==> src/rtl/riscv_lsu.sv <==
// riscv_lsu: load/store unit between the CPU memory stage and a word-wide,
// one-cycle-latency data RAM. Sub-word stores use read-modify-write because
// the RAM only has a full-word write enable. Sub-word loads are lane-extracted
// and sign/zero-extended. Misaligned or illegal-size requests are rejected
// without any RAM access.
module riscv_lsu #(
    parameter int ADDR_WIDTH = 32,
    parameter int DATA_WIDTH = 32
) (
    input  logic                  clk,
    input  logic                  resetn,
    input  logic                  req_valid,
    output logic                  req_ready,
    input  logic                  req_we,
    input  logic [1:0]            req_size,
    input  logic                  req_unsigned,
    input  logic [ADDR_WIDTH-1:0] req_addr,
    input  logic [DATA_WIDTH-1:0] req_wdata,
    output logic                  rsp_valid,
    output logic [DATA_WIDTH-1:0] rsp_rdata,
    output logic                  rsp_misaligned,
    output logic [ADDR_WIDTH-1:0] memAdr,
    output logic [DATA_WIDTH-1:0] memwrData,
    output logic                  memWE,
    input  logic [DATA_WIDTH-1:0] memrdData
);

    typedef enum logic [2:0] {
        S_IDLE = 3'd0,
        S_RD   = 3'd1,
        S_CAP  = 3'd2,
        S_WR   = 3'd3,
        S_DONE = 3'd4
    } state_t;

    state_t                r_state;
    state_t                w_next;
    logic [ADDR_WIDTH-1:0] r_addr;
    logic [DATA_WIDTH-1:0] r_wdata;
    logic                  r_we;
    logic [1:0]            r_size;
    logic                  r_uns;
    logic [DATA_WIDTH-1:0] r_merge;
    logic [DATA_WIDTH-1:0] r_rdata;
    logic                  r_mis;
    logic                  w_accept;
    logic                  w_fault;

    // Pick the addressed byte/half out of a RAM word and extend it to 32 bits.
    function automatic logic [DATA_WIDTH-1:0] f_extract(
        input logic [DATA_WIDTH-1:0] word,
        input logic [1:0]            lane,
        input logic [1:0]            size,
        input logic                  uns
    );
        logic [7:0]            b;
        logic [15:0]           h;
        logic [DATA_WIDTH-1:0] res;
        b = word[{lane, 3'b000} +: 8];
        h = word[{lane[1], 4'b0000} +: 16];
        case (size)
            2'b00:   res = {{24{b[7] & ~uns}}, b};
            2'b01:   res = {{16{h[15] & ~uns}}, h};
            default: res = word;
        endcase
        return res;
    endfunction

    // Replace the addressed byte/half of a RAM word, keeping other lanes intact.
    function automatic logic [DATA_WIDTH-1:0] f_merge(
        input logic [DATA_WIDTH-1:0] word,
        input logic [DATA_WIDTH-1:0] wd,
        input logic [1:0]            lane,
        input logic [1:0]            size
    );
        logic [DATA_WIDTH-1:0] res;
        res = word;
        if (size == 2'b00) begin
            res[{lane, 3'b000} +: 8] = wd[7:0];
        end else begin
            res[{lane[1], 4'b0000} +: 16] = wd[15:0];
        end
        return res;
    endfunction

    assign w_accept = req_valid && (r_state == S_IDLE);
    assign w_fault  = (req_size == 2'b11)
                   || ((req_size == 2'b01) && req_addr[0])
                   || ((req_size == 2'b10) && (req_addr[1:0] != 2'b00));

    // State register.
    always_ff @(posedge clk or negedge resetn) begin
        if (!resetn) begin
            r_state <= S_IDLE;
        end else begin
            r_state <= w_next;
        end
    end

    // Next-state sequencing and state-decoded outputs.
    always_comb begin
        w_next    = r_state;
        req_ready = 1'b0;
        rsp_valid = 1'b0;
        memWE     = 1'b0;
        memwrData = '0;
        case (r_state)
            S_IDLE: begin
                req_ready = 1'b1;
                if (w_accept) begin
                    if (w_fault) begin
                        w_next = S_DONE;
                    end else if (req_we && (req_size == 2'b10)) begin
                        w_next = S_WR;
                    end else begin
                        w_next = S_RD;
                    end
                end
            end
            S_RD:   w_next = S_CAP;
            S_CAP:  w_next = r_we ? S_WR : S_DONE;
            S_WR: begin
                memWE     = 1'b1;
                memwrData = (r_size == 2'b10) ? r_wdata : r_merge;
                w_next    = S_DONE;
            end
            S_DONE: begin
                rsp_valid = 1'b1;
                w_next    = S_IDLE;
            end
            default: w_next = S_IDLE;
        endcase
    end

    // Request latches, load capture / store merge, and registered response.
    always_ff @(posedge clk or negedge resetn) begin
        if (!resetn) begin
            r_addr  <= '0;
            r_wdata <= '0;
            r_we    <= 1'b0;
            r_size  <= 2'b00;
            r_uns   <= 1'b0;
            r_merge <= '0;
            r_rdata <= '0;
            r_mis   <= 1'b0;
        end else begin
            case (r_state)
                S_IDLE: begin
                    if (w_accept) begin
                        r_addr  <= req_addr;
                        r_wdata <= req_wdata;
                        r_we    <= req_we;
                        r_size  <= req_size;
                        r_uns   <= req_unsigned;
                        r_rdata <= '0;
                        r_mis   <= w_fault;
                    end
                end
                S_CAP: begin
                    if (r_we) begin
                        r_merge <= f_merge(memrdData, r_wdata, r_addr[1:0], r_size);
                    end else begin
                        r_rdata <= f_extract(memrdData, r_addr[1:0], r_size, r_uns);
                    end
                end
                S_DONE: begin
                    r_rdata <= '0;
                    r_mis   <= 1'b0;
                end
                default: ;
            endcase
        end
    end

    assign rsp_rdata      = r_rdata;
    assign rsp_misaligned = r_mis;
    assign memAdr         = {r_addr[ADDR_WIDTH-1:2], 2'b00};

endmodule

==> config.mk <==
export PLATFORM = sky130hd
export DESIGN_NAME = riscv_lsu
export DESIGN_NICKNAME = d
export VERILOG_FILES = /design/src/rtl/riscv_lsu.sv
export SDC_FILE = /design/constraint.sdc
export NUM_CORES = 1
export LEC_CHECK = 0
export BUFFER_PORTS_ARGS = -buffer_cell sky130_fd_sc_hd__buf_2
export CELL_PAD_IN_SITES_DETAIL_PLACEMENT = 1
export CELL_PAD_IN_SITES_GLOBAL_PLACEMENT = 2
export CORE_MARGIN = 2
export CORE_UTILIZATION = 29
export DETAILED_ROUTE_END_ITERATION = 16
export PLACE_DENSITY_LB_ADDON = 0.3
export SLEW_MARGIN = 40
export SYNTH_ARGS = -nofsm -noshare
export SYNTH_HDL_FRONTEND = slang
export SYNTH_SLANG_ARGS = --single-unit
==> constraint.sdc <==
create_clock -name clk -period 1.9 [get_ports clk]
set_input_delay 0 -clock clk [delete_from_list [all_inputs] [get_ports clk]]
set_output_delay 0 -clock clk [all_outputs]
set_load 0.005 [all_outputs]
== After elaboration in Yosys (flattened, before gate mapping) ==
Index checks and enable logic that the tools add are counted.

* Output and inout port bits: 100
* Flip-flop bits (word level): 136
* Input bits: 103
* Logic and storage cells: 65

* Reductions and logical operators: 15
* Bitwise gates (word level): 3
* Equal/unequal tests: 11
* Muxes and demuxes: 19
* Shift operators: 6
* Add/sub/neg operators: 2

{| class="wikitable"
|+ Operator list
! operator !! number
|-
| 32-bit two-way mux || 5
|-
| 32-bit one-hot mux with 3 select lines || 1
|-
| 32-bit bitwise mux || 2
|-
| 32-bit one-hot mux with 2 select lines || 1
|-
| 16-bit by 7-bit variable shift with 32-bit output (first input constant) || 1
|-
| 8-bit by 7-bit variable shift with 32-bit output (first input constant) || 1
|-
| 16-bit by 7-bit indexed part select with 32-bit output || 1
|-
| 32-bit by 6-bit indexed part select with 16-bit output || 1
|-
| 32-bit by 6-bit indexed part select with 8-bit output || 1
|-
| 8-bit by 7-bit indexed part select with 32-bit output || 1
|-
| 5-bit negator with 7-bit output || 2
|-
| 3-bit one-hot mux with 4 select lines || 1
|-
| 3-bit two-way mux || 3
|-
| 2-bit == test (second input constant) || 3
|-
| 3-bit by 2-bit == test with 1-bit output (second input constant) || 2
|-
| 2-bit AND reduction || 3
|-
| 2-bit by 1-bit == test with 1-bit output (second input constant) || 2
|-
| 1-bit logical AND || 4
|-
| 1-bit two-way mux || 4
|-
| 2-bit inequality test (second input constant) || 2
|-
| 2-bit nonzero test || 2
|-
| 3-bit by 1-bit == test with 1-bit output (second input constant) || 1
|-
| 3-bit == test (second input constant) || 1
|-
| 3-bit logical NOT || 1
|-
| 8 further kinds || 10
|}

== Longest topological paths before layout ==
Gate-level depths: netlist of run 1.

* Word-level depth: 7
* Mapped depth: 8

== Least setup slack after synthesis of run 1 ==
No wires, ideal clock.

* Path type: flip-flop to flip-flop
* From: register r_addr[1]
* To: register r_merge[10]
* Path slack: -0.188 ns
* Data required time: 1.835 ns
* Stages on the path, launching flop included: 9
* Arrival: 2.022 ns
* Path buffers: 2
* Clock period less this slack: 2.088 ns
* Cells stage by stage: dfrtp_1 buf_4 buf_2 inv_1 ha_1 nand2_1 nor3_1 a221o_1 a22o_1

* Word-level cells in the longest chain between the ends: 4
* Elaborated cells between the ends (all ways): 9
* Classes of those cells: add/sub (2); shift (4); mux (3)

{| class="wikitable"
|+ Ends and longest elaborated chain
! item !! RTL line !! text
|-
| start: declaration || 38 || <nowiki>logic [ADDR_WIDTH-1:0] r_addr;</nowiki>
|-
| start signal: assignment || 150 || <nowiki>r_addr <= req_addr;</nowiki>
|-
| 5-bit negator with 7-bit output (on tied branches) || 81, 79 ||
|-
| 16-bit by 7-bit indexed part select with 32-bit output (tied with other cells) || 81 || <nowiki>res[{lane[1], 4'b0000} +: 16] = wd[15:0];</nowiki>
|-
| 32-bit bitwise mux (on tied branches) || 81, 79 ||
|-
| 32-bit two-way mux (*) || 78 || <nowiki>if (size == 2'b00) begin</nowiki>
|-
| end signal: assignment || 161 || <nowiki>r_merge <= f_merge(memrdData, r_wdata, r_addr[1:0], r_size);</nowiki>
|-
| end: declaration || 43 || <nowiki>logic [DATA_WIDTH-1:0] r_merge;</nowiki>
|}

Every way passes the cells marked *; elsewhere a longest branch is shown, timed or not.
A chain may end at the register's enable or synchronous reset.

== Worst setup path in the final report of run 1 ==
* From: register r_addr[1]
* To: register r_merge[17]

Same word-level chain as after synthesis.

==> flow_summary.json, run 1 <==
{
  "run_status": "finished with violations",
  "violations": "negative setup slack",
  "ir_worst_vdd_uv": 628,
  "syn-cell-area_mm2": 0.00693,
  "fin_skew_ns": 0.00624,
  "hold_viol_final": 0,
  "num_vias": 6325,
  "async_flop_share_pct": 100,
  "layout_min_cycle_time_ns": 1.90,
  "dpl.cell_count": 1112,
  "worstSetupStartpointType": "flop",
  "die-area_mm2": 0.0251,
  "dp_hpwl_um": 17300,
  "gr-total-overflow": 0,
  "drt-initial-drc-count": 492,
  "track_usage_pct": 20.2,
  "timing.fmax_mhz": 525,
  "ys_seq_area_share_pct": 49.1,
  "die_w_um": 159,
  "synth_cells": 647,
  "grt_start_max_net_pins": 66,
  "critPathCaptureType": "flop",
  "die_h_um": 159,
  "powerDensity_mw_per_mm2": 1610,
  "tns_ns": -0.00407,
  "setup_viol": 1,
  "clock-sinks": 136,
  "synth_edf_count": 0,
  "worst_slack_ns": -0.00407,
  "vias_per_cell": 5.07,
  "ant_nets": 0,
  "power.leakage_nw": 4.69,
  "crit_fanout": 17,
  "finalNetCount": 1024,
  "max_cap_viol_count": 0,
  "cts_root_buf": "clkbuf_16",
  "ios": 203,
  "cts_tree": "yes",
  "critPathKind": "flop to flop",
  "grt_pass1_vias": 6676,
  "slew_headroom_pct": 64.5,
  "gp_congestion": 0.814,
  "antenna_cells": 0,
  "cts_buffers": 17,
  "fill_cells": 2610,
  "synth-warning-count": 0,
  "syn_avg_cell_area_um2": 10.7,
  "cts_max_path_buffers": 2,
  "grt_setup_unrepaired": "true",
  "rows": 56,
  "worstMarginPinSlew_ns": 0.532,
  "multiInputGateArea_mm2": 0.00315,
  "numPortBuffers": 200,
  "drc": 0,
  "holdWs_ns": 0.0341,
  "clk_pin_slew_worst_paths_ns": 0.06,
  "first_pass_iters": 5,
  "layout_common_cells": "buf_2, dfrtp_1, nand2_1, dlygate4sd3_1, mux2_2",
  "synth-seq-cells": 136,
  "wirelength_um": 25400,
  "seqCellArea_mm2": 0.00341,
  "htreeDepth": 4,
  "start_util_pct": 29.5,
  "crit_arrival_ns": 2.20,
  "core_area_mm2": 0.0235,
  "grt_pass1_wl_um": 38500,
  "synth_ff_type": "dfrtp_1",
  "antenna_found_initial": 0,
  "min_period_over_period_pct": 100,
  "crit_required_ns": 2.20,
  "hp-class": "primary input to flop",
  "avgRoutedWirePerCell_um": 20.4,
  "layout-drive-gt1-share_pct": 40.6,
  "layout_commonest_cell": "buf_2",
  "synth_cell_types": 50,
  "fin_cells": 1247,
  "slew_viol_final": 0,
  "syn2layout_area_growth_pct": 44.3,
  "clock_latency_ns": 0.42
}
## worst max-delay path, stage by stage (launching register included)
cell and delay [ns]:
dfrtp_1 0.40, buf_4 0.18, buf_12 0.16, ha_1 0.20, nand3b_1 0.16, o21ai_4 0.09
buf_12 0.16, a22oi_1 0.30, o21ai_0 0.13
## Yosys cell counts (all sizes together), types with 3 or more instances
library cell | count | share of area [%]
nor2 | 9 | 0.49
nand2b | 4 | 0.36
nor3 | 4 | 0.29
a22oi | 16 | 1.7
buf | 48 | 4.7
nand3b | 3 | 0.33
a21oi | 50 | 3.7
a21o | 7 | 0.76
inv | 13 | 0.70
o21ai | 34 | 2.5
clkbuf | 32 | 1.7
ha | 5 | 0.90
a22o | 16 | 2.0
mux2i | 18 | 2.6
mux2 | 74 | 12
a221o | 32 | 4.8
a221oi | 8 | 1.0
a222oi | 7 | 1.0
nor2b | 4 | 0.36
dfrtp | 136 | 49
nand2 | 102 | 5.5
## state kept, by name (all words and copies together) (netlist names)
name            flops
r_addr             32
r_merge            32
r_size              2
r_state             3
r_uns               1
r_wdata            32
r_we                1
rsp_misaligned      1
rsp_rdata          32
## report_power, final
group	total (mW)	internal [mW]	leakage [nW]	switching, mW
combinational	7.40	3.65	2.73	3.75
clock	3.24	1.88	0.272	1.36
sequential	5.47	4.31	1.68	1.16
total	16.1	9.85	4.69	6.27
## logic make-up (layout without fill, tap and decap cells)
logic type / after synthesis / in the layout / synth area share [%]
multiplexers: 93 / 93 / 15.0
adder cells (fa/ha/maj): 5 / 5 / 0.903
AND/OR/NAND/NOR: 136 / 136 / 8.54
other: 1 / 2 / 0.0541
buffers and inverters: 94 / 374 / 7.24
flip-flops: 136 / 136 / 49.1
AO/OA/AOI/OAI: 182 / 182 / 19.2
## area by class of cell
class / instances / area share [%]
tap: 319 / 3.99
timing repair buffer: 329 / 24.2
clock inverter: 12 / 1.19
sequential: 136 / 34.1
inverter: 14 / 0.538
clock buffer: 19 / 4.53
multi-input combinational: 418 / 31.5
## path summary, 6_finish.rpt
kind                                           start                   endpoint  slack (ns)  cells past startpoint
setup / recovery               r_addr[1]$_DFFE_PN0P_    r_merge[17]$_DFFE_PN0P_      -0.004                      8
hold / removal                         memrdData[30]  rsp_rdata[30]$_DFFE_PN0P_        0.03                      4
setup reg to reg               r_addr[1]$_DFFE_PN0P_    r_merge[17]$_DFFE_PN0P_      -0.004                      8
hold reg to reg            rsp_rdata[12]$_DFFE_PN0P_  rsp_rdata[12]$_DFFE_PN0P_        0.48                      1
max in group asynchronous                     resetn     r_wdata[4]$_DFFE_PN0P_        1.04                      3
min in group asynchronous                     resetn     r_addr[27]$_DFFE_PN0P_        0.08                      2
## through the flow
stage	area, um2	power, mW	utilization (%)	setup slack [ns]
6_report	10000	16.1	42.6	-0.00407
5_1_grt	10000	17.2	42.6	-0.107
4_1_cts	9790	15.6	41.7	-0.0102
3_5_place_dp	8230	12.1	35.1	-0.0322
3_3_place_gp	8230	11.8	35.1	0.0315
2_1_floorplan	6950	9.75	-	-0.0248
## repair_timing
item	in CTS	in global routing
endpoints found under the hold margin	211	0
resized for setup	7	19
pin swaps	1	3
cloned	0	3
setup buffers	2	3
hold buffers	95	0
endpoints found under the setup margin	44	71
## routing by layer
layer,vias to the layer above,wire length (um),track usage [%]
li1,2868,-,-
met1,3238,11100,25.9
met2,182,12700,33.8
met3,37,1200,4.84
met4,0,459,5.88
met5,-,0,0
No activity file was read; power rests on OpenSTA's default activity.
==> run 2, diff against run 1 <==
--- a/config.mk
+++ b/config.mk
@@ -9,7 +9,7 @@
 export CELL_PAD_IN_SITES_DETAIL_PLACEMENT = 1
 export CELL_PAD_IN_SITES_GLOBAL_PLACEMENT = 2
 export CORE_MARGIN = 2
-export CORE_UTILIZATION = 29
+export CORE_UTILIZATION = 23
 export DETAILED_ROUTE_END_ITERATION = 16
 export PLACE_DENSITY_LB_ADDON = 0.3
 export SLEW_MARGIN = 40
==> run 2 against run 1 <==
Against the previous run:
- the run now ends clean
- flip-flop and latch count stayed put
- cell count is 6.0% higher
- total power is 0.19% higher
- die area is 25% higher
- wire length is 3.3% higher
- non-clock buffer count is 3 higher
- core utilization is 8.5 points lower
- hold slack worse by 0.0024 ns
- clock power is 3% higher
- critical path type unchanged
- critical endpoint is now rsp_rdata[20]$_DFFE_PN0P_
- largest cell class unchanged
- largest power group unchanged
==> flow_summary.json, run 2 (same netlist as run 1, synthesis figures left out) <==
{
  "start_util_pct": 23.4,
  "die_h_um": 178,
  "power.leakage_nw": 4.71,
  "drt-initial-drc-count": 280,
  "gp_congestion": 0.754,
  "met1_usage_pct": 23.0,
  "layout_common_cells": "buf_2, dfrtp_1, nand2_1, dlygate4sd3_1, mux2_2",
  "slew_viol_final": 0,
  "drc": 0,
  "htreeDepth": 4,
  "top_usage_layer": "met2",
  "antenna_found_initial": 0,
  "max_cap_viol_count": 0,
  "met2_usage_pct": 26.6,
  "gr-total-overflow": 0,
  "first_pass_iters": 5,
  "cts_root_buf": "clkbuf_16",
  "dp_hpwl_um": 17700,
  "dpl.cell_count": 1187,
  "total_power_mw": 16.1,
  "fin_skew_ns": 0.0114,
  "wirelength_um": 26200,
  "die-area_mm2": 0.0315,
  "min_period_over_period_pct": 96.5,
  "core_area_mm2": 0.0296,
  "crit_required_ns": 2.27,
  "max_stage_delay_ns": 0.43,
  "powerDensity_mw_per_mm2": 1600,
  "path_buf_inv": 2,
  "cts_max_path_buffers": 2,
  "grt_pass1_wl_um": 39400,
  "grt_pass1_vias": 6527,
  "die_w_um": 178,
  "crit_family": "compound AO/OA/AOI/OAI gates",
  "setup_viol": 0,
  "avgRoutedWirePerCell_um": 19.8,
  "critPathCaptureType": "flop",
  "clock_latency_ns": 0.43,
  "met3_usage_pct": 2.74,
  "ir_worst_vdd_uv": 686,
  "hp-class": "primary input to flop",
  "grt_setup_unrepaired": "true",
  "track_usage_pct": 16.5,
  "dpl_cell_area_mm2": 0.00838,
  "critPathKind": "flop to flop",
  "fill_cells": 3367,
  "syn2layout_area_growth_pct": 45.7,
  "layout_min_cycle_time_ns": 1.83,
  "crit_fanout": 17,
  "stdcell_area_mm2": 0.0101,
  "slew_headroom_pct": 56.1,
  "rows": 63,
  "vias_per_cell": 4.69,
  "crit_slowest_cell": "dfrtp_1",
  "cts_buffers": 17,
  "crit_arrival_ns": 2.21,
  "run_status": "finished clean",
  "clk_pin_slew_worst_paths_ns": 0.08,
  "numPortBuffers": 200,
  "ant_nets": 0,
  "layout_commonest_cell": "buf_2",
  "ios": 203,
  "cp_cell_sequence": "buf_12 > mux2i_1 > or3_4 > a2111oi_4 > buf_12 > a221o_1",
  "layout-drive-gt1-share_pct": 40.2,
  "worstMarginPinSlew_ns": 0.658,
  "clock-sinks": 136,
  "antenna_cells": 0,
  "grt_start_max_net_pins": 66,
  "num_vias": 6194,
  "timing.fmax_mhz": 545,
  "timing.critical_path.mode_cell": "buf_12",
  "worstSetupStartpointType": "flop",
  "finalNetCount": 1027,
  "cts_tree": "yes",
  "fin_cells": 1322,
  "hold_viol_final": 0
}
run 2: cell count changes in the layout (fill, tap and decap cells not counted), moves of 2 or more:
cell,change
a22oi_2,-3
dfrtp_2,-2
clkinv_4,-4
inv_6,+2
clkbuf_8,-2
dlygate4sd3_1,+2
clkinv_2,-2
a22oi_1,+3
inv_8,+7
dfrtp_1,+2
run 2: final timing paths:
path | from | to | slack (ns) | cells past startpoint
worst max-delay path | r_addr[1]$_DFFE_PN0P_ | rsp_rdata[20]$_DFFE_PN0P_ | 0.07 | 6
worst min-delay path | memrdData[10] | rsp_rdata[10]$_DFFE_PN0P_ | 0.03 | 4
worst max register to register | r_addr[1]$_DFFE_PN0P_ | rsp_rdata[20]$_DFFE_PN0P_ | 0.07 | 6
worst min register to register | rsp_rdata[6]$_DFFE_PN0P_ | rsp_rdata[6]$_DFFE_PN0P_ | 0.48 | 2
max in group asynchronous | resetn | r_addr[30]$_DFFE_PN0P_ | 1.13 | 3
min in group asynchronous | resetn | r_merge[6]$_DFFE_PN0P_ | 0.10 | 2
run 2: tightest hold or removal path, cell delays in order:
cell	delay [ns]
buf_2	0.14
inv_1	0.06
a221oi_1	0.07
a21o_1	0.15
run 2: layout make-up:
cell class	count	area, um2	share of cell area, %
inverters	14	56.3	0.558
well taps	390	488	4.83
clock buffers	17	425	4.21
multi-input cells	418	3130	31.0
repair buffers	332	2440	24.2
flip-flops and latches	136	3400	33.7
clock inverters	15	145	1.44
run 2: repair_timing:
action                                  4_1_cts  5_1_grt
buffers inserted                              0        4
gates resized for setup                       6       13
cloned                                        0        2
endpoints found under the setup margin       17       64
pin swaps                                     0        2
hold buffers                                 97        0
endpoints found under the hold margin       232        0
run 2: through the flow:
step	setup WS, ns	utilization (%)	hold slack, ns	setup TNS, ns
floorplan	-0.0248	-	-0.296	-0.375
global placement	-0.0654	28.3	0.0123	-0.492
detailed placement	-0.104	28.3	0.00405	-0.738
CTS	0.00450	33.6	0.00621	0
global route	-0.0108	34.1	0.0405	-0.0116
finish	0.0662	34.1	0.0318	0
run 2: where the power goes:
group / switching [mW] / total, mW / internal [mW]
clock network: 1.59 / 3.35 / 1.75
registers: 1.14 / 5.44 / 4.30
logic: 3.76 / 7.36 / 3.59
total: 6.50 / 16.1 / 9.65
run 2: routing by layer:
| layer | vias to the layer above | share of wire, % | wire length [um] |
|---|---|---|---|
| met3 | 23 | 3.9 | 1010 |
| met5 | - | 0 | 0 |
| li1 | 2868 | - | - |
| met1 | 3141 | 48 | 12500 |
| met4 | 0 | 1.2 | 311 |
| met2 | 162 | 47 | 12400 |
==> run 3, diff against run 2 <==
--- a/config.mk
+++ b/config.mk
@@ -5,6 +5,7 @@
 export SDC_FILE = /design/constraint.sdc
 export NUM_CORES = 1
 export LEC_CHECK = 0
+export ABC_AREA = 1
 export BUFFER_PORTS_ARGS = -buffer_cell sky130_fd_sc_hd__buf_2
 export CELL_PAD_IN_SITES_DETAIL_PLACEMENT = 1
 export CELL_PAD_IN_SITES_GLOBAL_PLACEMENT = 2
==> run 3 against run 2 <==
Against the previous run:
- hold slack worse by 0.022 ns
- largest power group unchanged
- flip-flop and latch count unchanged
- clock skew shrank 0.0016 ns
- highest routed layer unchanged
- area after synthesis up 10%
- first-iteration DRC count rose by 59%
==> flow_summary.json, run 3 <==
{
  "tns_ns": 0,
  "vias_per_cell": 4.47,
  "gp_congestion": 0.785,
  "layout_common_cells": "nand2_1, buf_2, o21ai_0, dfrtp_1",
  "start_util_pct": 23.4,
  "synth.most_common_cell": "nand2_1",
  "max_cap_viol_count": 0,
  "clock_latency_ns": 0.44,
  "ios": 203,
  "clock-sinks": 136,
  "grt_start_max_net_pins": 57,
  "syn-cell-area_mm2": 0.00762,
  "path_buf_inv": 4,
  "cts_buffers": 17,
  "powerDensity_mw_per_mm2": 1520,
  "crit_required_ns": 1.90,
  "synth_cells": 1054,
  "run_status": "finished clean",
  "layout_min_cycle_time_ns": 1.79,
  "synth-warning-count": 0,
  "ir_worst_vdd_uv": 778,
  "post-route-util_pct": 32.0,
  "crit_path_start": "r_state[2]$_DFFE_PN0P_",
  "cp_cell_sequence": "inv_2 > nand2_4 > nor2_4 > buf_12 > clkbuf_16 > o21ai_0 > nor2_1 > buf_2",
  "ant_nets": 0,
  "drc": 0,
  "clk_pin_slew_worst_paths_ns": 0.06,
  "power.leakage_nw": 5.51,
  "die-area_mm2": 0.0346,
  "hp-class": "primary input to flop",
  "grt_pass1_wl_um": 45900,
  "wirelength_um": 30500,
  "crit_arrival_ns": 1.79,
  "synth_ff_type": "dfrtp_1",
  "worst_slack_ns": 0.115,
  "worstSetupStartpointType": "flop",
  "core_area_mm2": 0.0326,
  "first_pass_iters": 4,
  "holdWs_ns": 0.00938,
  "crit_slowest_cell": "dfrtp_1",
  "cts_max_path_buffers": 2,
  "num_vias": 7835,
  "pre_cts_ws_ns": 0.185,
  "r2r_setup_slack_ns": 0.14,
  "slew_viol_final": 0,
  "cts_root_buf": "clkbuf_16",
  "fin_skew_ns": 0.00975,
  "htreeDepth": 4,
  "crit_family": "buffers and inverters",
  "track_usage_pct": 17.7,
  "critPathKind": "flop to output pin",
  "finalNetCount": 1402,
  "timing.fmax_mhz": 560,
  "ys_seq_area_share_pct": 44.7,
  "max_stage_delay_ns": 0.39,
  "gr-total-overflow": 0,
  "hold_viol_final": 0,
  "setup_viol": 0,
  "dp_hpwl_um": 21100,
  "synth_cell_types": 32,
  "die_w_um": 186,
  "total_power_mw": 15.9,
  "cts_tree": "yes",
  "die_h_um": 186,
  "antenna_found_initial": 4,
  "hold_path_startpoint": "memrdData[12]",
  "layout-drive-gt1-share_pct": 23.8,
  "timing.rr.start": "r_addr[1]$_DFFE_PN0P_",
  "synth_top_cell_area_share_pct": 44.7,
  "synth_top_cell_by_area": "dfrtp_1",
  "numPortBuffers": 200,
  "synth-seq-cells": 136,
  "crit_fanout": 17,
  "layout_commonest_cell": "nand2_1",
  "rows": 66,
  "synth_edf_count": 0,
  "avgRoutedWirePerCell_um": 17.4,
  "async_flop_share_pct": 100,
  "grt_setup_unrepaired": "false",
  "grt_pass1_vias": 8038,
  "syn_avg_cell_area_um2": 7.23,
  "critPathCaptureType": "output pin",
  "netlist_top_cells_area": "dfrtp_1, nand2_1, o21ai_0",
  "synth_common_cells": "nand2_1, o21ai_0, dfrtp_1, a21oi_1, inv_1",
  "drt-initial-drc-count": 444,
  "min_period_over_period_pct": 94.0,
  "syn2layout_area_growth_pct": 37.2
}
==> run 3: cells by family (layout without fill, tap and decap cells) <==
group,after synthesis,in the layout,share of synthesized area [%]
buf+inv,161,413,10.7
simple gates,493,493,26.4
flops,136,136,44.7
other cells,1,4,0.0492
compound gates,258,258,17.5
fa+ha+maj,5,5,0.821
==> run 3: per-stage QoR <==
step | cells | cell area [um2]
4_1_cts | 1743 | 10300
5_1_grt | 1751 | 10500
3_5_place_dp | 1639 | 9030
3_3_place_gp | 1639 | 9030
2_1_floorplan | 1055 | 7620
6_report | 1751 | 10500
==> run 3: path summary, 6_finish.rpt <==
path	to	cells past startpoint
max in group asynchronous	r_wdata[16]$_DFFE_PN0P_	3
min reg2reg	r_addr[19]$_DFFE_PN0P_	2
max	memwrData[21]	8
max reg2reg	r_merge[16]$_DFFE_PN0P_	5
min in group asynchronous	r_wdata[22]$_DFFE_PN0P_	2
min	rsp_rdata[12]$_DFFE_PN0P_	5
==> run 3: routing by layer <==
layer  vias to the layer above  wire [um]  track usage, %
li1                       3822          -               -
met1                      3796      14200            23.5
met2                       190      14400            28.8
met3                        27       1380            3.58
met4                         0        514            5.45
met5                         -          0               0
==> run 3: what timing repair did <==
item | 4_1_cts | 5_1_grt
hold buffers | 72 | 0
resized for setup | 3 | 15
pin swaps | 0 | 2
gates cloned | 0 | 2
setup buffers | 0 | 4
endpoints found under the setup margin | 10 | 31
hold endpoints to repair | 208 | 0
==> run 3: worst min-delay path: cells and delay by family <==
kind            cells  cell delay (ns)
compound gates      1             0.15
buf+inv             2             0.15
simple gates        2             0.11
==> run 3: where the power goes <==
| part | internal (mW) | total [mW] | switching [mW] |
|---|---|---|---|
| sequential | 4.20 | 5.04 | 0.842 |
| combinational | 2.71 | 7.59 | 4.89 |
| clock | 1.89 | 3.30 | 1.41 |
| total | 8.80 | 15.9 | 7.14 |
==> run 3: layout make-up <==
type,count,area (um2)
timing repair buffer,313,2210
fill,4061,22200
tap,442,553
clock buffer,20,467
sequential,136,3410
antenna,2,5.00
inverter,68,273
multi-input combinational,758,3440
clock inverter,12,100
